===== config.mk =====
export PLATFORM = sky130hd
export DESIGN_NAME = demux_1x2_stream
export DESIGN_NICKNAME = d
export VERILOG_FILES = /design/src/rtl/demux_1x2_stream.sv
export SDC_FILE = /design/constraint.sdc
export NUM_CORES = 1
export LEC_CHECK = 0
export ABC_AREA = 0
export CAP_MARGIN = 20
export CORE_MARGIN = 4
export CORE_UTILIZATION = 25
export DETAILED_ROUTE_END_ITERATION = 10
export GPL_TIMING_DRIVEN = 0
export HOLD_SLACK_MARGIN = 0.12
export SYNTH_ARGS = -nofsm -noshare
export SYNTH_HDL_FRONTEND = slang
export SYNTH_SLANG_ARGS = --single-unit
export TNS_END_PERCENT = 20

===== constraint.sdc =====
create_clock -name clk -period 4.4 [get_ports clk]
set_clock_uncertainty 0.1 [all_clocks]
set_input_delay 0.44 -clock clk [delete_from_list [all_inputs] [get_ports clk]]
set_output_delay 0.44 -clock clk [all_outputs]
set_load 0.05 [all_outputs]

===== src/rtl/demux_1x2_stream.sv =====
// Registered 1-to-2 stream demux with a 2-entry FIFO per output port.
// Optional handshake counters on a_xfer_cnt/b_xfer_cnt when DEMUX_XFER_CNT_EN is defined.
module demux_1x2_stream #(
    parameter int bitwidth = 32
) (
    input  logic                clk,
    input  logic                reset,
    input  logic                in_valid,
    output logic                in_ready,
    input  logic                in_sel,
    input  logic [bitwidth-1:0] in_data,
    output logic                a_valid,
    input  logic                a_ready,
    output logic [bitwidth-1:0] a_data,
    output logic                b_valid,
    input  logic                b_ready,
    output logic [bitwidth-1:0] b_data
`ifdef DEMUX_XFER_CNT_EN
    ,
    output logic [15:0]         a_xfer_cnt,
    output logic [15:0]         b_xfer_cnt
`endif
);

    logic [bitwidth-1:0] a_mem [2];
    logic [bitwidth-1:0] b_mem [2];
    logic                a_wp, a_rp;
    logic                b_wp, b_rp;
    logic [1:0]          a_cnt, b_cnt;
    logic                push_a, push_b;
    logic                pop_a, pop_b;

    // Head-of-line blocking: only the selected port's occupancy gates input.
    always_comb begin
        in_ready = in_sel ? (b_cnt != 2'd2) : (a_cnt != 2'd2);
        push_a   = in_valid && in_ready && !in_sel;
        push_b   = in_valid && in_ready && in_sel;
        pop_a    = a_valid && a_ready;
        pop_b    = b_valid && b_ready;
    end

    assign a_valid = (a_cnt != 2'd0);
    assign b_valid = (b_cnt != 2'd0);
    assign a_data  = a_mem[a_rp];
    assign b_data  = b_mem[b_rp];

    // Port A pointers and occupancy; push and pop together leave cnt unchanged.
    always_ff @(posedge clk) begin
        if (reset) begin
            a_wp  <= 1'b0;
            a_rp  <= 1'b0;
            a_cnt <= 2'd0;
        end else begin
            if (push_a) a_wp <= ~a_wp;
            if (pop_a)  a_rp <= ~a_rp;
            case ({push_a, pop_a})
                2'b10:   a_cnt <= a_cnt + 2'd1;
                2'b01:   a_cnt <= a_cnt - 2'd1;
                default: a_cnt <= a_cnt;
            endcase
        end
    end

    // Port B pointers and occupancy; mirrors port A.
    always_ff @(posedge clk) begin
        if (reset) begin
            b_wp  <= 1'b0;
            b_rp  <= 1'b0;
            b_cnt <= 2'd0;
        end else begin
            if (push_b) b_wp <= ~b_wp;
            if (pop_b)  b_rp <= ~b_rp;
            case ({push_b, pop_b})
                2'b10:   b_cnt <= b_cnt + 2'd1;
                2'b01:   b_cnt <= b_cnt - 2'd1;
                default: b_cnt <= b_cnt;
            endcase
        end
    end

    // Entry storage is not reset; contents only matter while valid.
    always_ff @(posedge clk) begin
        if (!reset && push_a) a_mem[a_wp] <= in_data;
        if (!reset && push_b) b_mem[b_wp] <= in_data;
    end

`ifdef DEMUX_XFER_CNT_EN
    // Completed output handshakes per port, wrapping at 16 bits.
    always_ff @(posedge clk) begin
        if (reset) begin
            a_xfer_cnt <= 16'd0;
            b_xfer_cnt <= 16'd0;
        end else begin
            if (pop_a) a_xfer_cnt <= a_xfer_cnt + 16'd1;
            if (pop_b) b_xfer_cnt <= b_xfer_cnt + 16'd1;
        end
    end
`endif

endmodule


==> impl_metrics.csv <==
group,metric,value,unit
outcome,outcome,"finished clean",
timing,hold_viol,0,
placed_design,place.gp.congestion,0.729,
clock_network,cts.sinks,138,
global_routing,grt_pass1_wl,16700,µm
placed_design,numPortBuffers,104,
synthesis,yosys.area.top_type_share,0.758,
routing,drt_pre_antenna_iters,4,
synthesis,synthTopCellsByArea,"edfxtp_1 (76%), mux2_1 (13%), dfxtp_1 (3.9%)",
synthesis,synth_area,0.00507,mm²
final_layout,syn2layout_area_growth,41.1,%
clock_network,cts_hold_buf,0,
clock_network,clk_latency,0.41,ns
floorplanning,dieWidth,150,µm
clock_network,cts_buffers,17,
synthesis,ys_ff_latch,138,
timing,tightestPinTransition,0.671,ns
setup_path,required,3.86,ns
power,vdd_ir_drop_max,303,µV
power,power.leakage,2.37,nW
timing,fin_crit_sh,0.685,
hold_path,min_path_type,"flip-flop to flip-flop",
synthesis,yosysWarnings,0,
timing,max_freq,332,MHz
routing,routed_wl,10900,µm
synthesis,synth.largest_area_cell,"edfxtp_1",
timing,rsz0062_at_grt,"false",
routing,drt_iter0_drc,53,
clock_network,cts_buffer_depth,2,
setup_path,cp.arrival,2.47,ns
synthesis,synthCells,253,
synthesis,syn_nets,293,
global_routing,antenna_found_initial,0,
setup_path,path_cells,"clkbuf_1, buf_2, mux2_1, clkdlybuf4s50_1",
floorplanning,die_area,0.0226,mm²
synthesis,syn_area_per_cell,20.0,µm²
routing,num_vias,2633,
timing,setup_viol,0,
power,powerDensity,599,mW/mm²
global_routing,grt_pass1_vias,2914,
setup_path,worst-path-max-fanout,10,
global_routing,overflow,0,
timing,period_needed,3.01,ns
floorplanning,start_util,0.257,
clock_network,cts_tree,"built",
floorplanning,die_h,150,µm
timing,fin_tns_setup,0,ns
floorplanning,io_pins,105,
clock_network,postCtsResizedCells,0,
setup_path,cpPeakStageDelay,0.74,ns
routing,drc,0,
synthesis,ys_types,24,
floorplanning,core,0.0197,mm²
placed_design,hpwl,7270,µm
setup_path,worstSetupEndpointType,"output pin",
final_layout,diodes,0,
setup_path,critPathKind,"flip-flop to output pin",
flow_run,max_cap_viol_count,0,
global_routing,track_usage,0.102,
clock_network,htree_num_levels,4,
timing,slew-limit-headroom,0.550,
clock_network,postCtsSetupRepairBufs,0,
routing,vias_per_cell,3.99,
synthesis,ys_seq_area_frac,0.797,
final_layout,final_nets,422,
routing,ant_nets,0,
final_layout,drive_gt1_frac,0.132,
hold_path,min_from,"b_wp",
timing,slew_viol_final,0,
setup_path,reg2reg_from,"a_cnt[0]",
floorplanning,rows,51,
routing,wire_per_inst,16.5,µm
global_routing,grt_max_degree,25,
clock_network,clk_pin_slew,0.06,ns
final_layout,fin_util,0.363,
setup_path,slowest_stage,"clkdlybuf4s50_1",
setup_path,cp-start-kind,"flip-flop",
clock_network,cts-root-buf,"clkbuf_16",
==> cell usage after synthesis <==
cell,n
xor2_1,2
nor2b_1,2
or3_1,2
inv_1,2
and3_1,1
a32o_1,1
o2bb2ai_1,1
nand2b_1,2
xnor2_1,4
edfxtp_1,128
buf_2,6
ha_1,2
nand3b_1,1
or2_2,2
o21a_1,2
mux2_1,60
a21oi_1,2
dfxtp_1,10
nor2_1,10
clkbuf_1,3
o21ai_0,2
mux2_2,5
nand3_1,2
nor3_1,1
==> per-layer routing <==
metal / up-vias / global-route usage / routed length, µm
met1: 1304 / 0.126 / 4930
met4: 0 / 0.0357 / 130
met5: - / 0 / 0
met2: 71 / 0.161 / 5260
met3: 16 / 0.0406 / 589
li1: 1242 / - / -
==> state kept, by name, indices dropped and copies added (netlist names), named ones only <==
name,count
a_cnt,2
a_mem,64
a_rp,1
a_wp,1
b_cnt,2
b_mem,64
b_rp,1
b_wp,1
==> report_power, final <==
part	switching [W]	leakage [nW]	total, W	internal, W
logic	0.000865	0.837	0.00134	0.000477
registers	0.0000333	1.24	0.00155	0.00151
clock network	0.000517	0.284	0.00140	0.000882
total	0.00142	2.37	0.00429	0.00287
==> stage by stage <==
step	hold WS (ns)	instance area, µm²	total power [W]	std cells	setup WS, ns
3_5_place_dp	0.396	6570	0.00293	628	1.71
6_report	0.398	7160	0.00429	660	1.39
5_1_grt	0.449	7160	0.00449	660	1.19
4_1_cts	0.408	7160	0.00437	660	1.25
3_3_place_gp	0.336	6440	0.00291	622	-1.68
2_1_floorplan	0.326	5070	0.00247	253	0.941
==> critical path, delay by kind of cell, from the launching register on <==
family                 cells  cell delay (ns)
buffers and inverters      3             1.40
DFF                        1             0.30
muxes                      1             0.37
==> final timing paths <==
| check | slack (ns) | endpoint | cells past startpoint |
|---|---|---|---|
| min reg2reg | 0.40 | b_wp | 1 |
| max | 1.39 | b_data[30] | 4 |
| min | 0.40 | b_wp | 1 |
| max reg2reg | 2.31 | a_mem[0][15] | 5 |
==> cells by family (layout without fill, tap and decap cells) <==
family,count (synthesis),after routing,synth area share
compound gates,8,8,0.0106
simple gates,23,23,0.0229
flops,138,138,0.797
buf+inv,11,153,0.00962
fa+ha+maj,2,2,0.00493
mux,65,65,0.144
xor+xnor,6,6,0.0104
==> area by class of cell <==
| cell class | instances | area [µm²] |
|---|---|---|
| fillers | 1820 | 12600 |
| plain buffers | 9 | 41.3 |
| multi-input cells | 104 | 1000 |
| inverters | 2 | 7.51 |
| flip-flops and latches | 138 | 4040 |
| well taps | 265 | 332 |
| clock inverters | 14 | 155 |
| repair buffers | 110 | 1150 |
| clock buffers | 18 | 429 |
==> placed cells by master, fill, tap and decap left out, drive strengths merged, types with 2 or more instances in the layout <==
cell type	count
nand2b	2
o21a	2
dfxtp	10
nor2	10
nor2b	2
inv	2
xnor2	4
xor2	2
buf	12
clkdlybuf4s50	104
bufinv	3
a21oi	2
clkinvlp	2
or3	2
edfxtp	128
nand3	2
clkinv	9
o21ai	2
ha	2
or2	2
mux2	65
clkbuf	21
(Power assumes the default switching activity.)
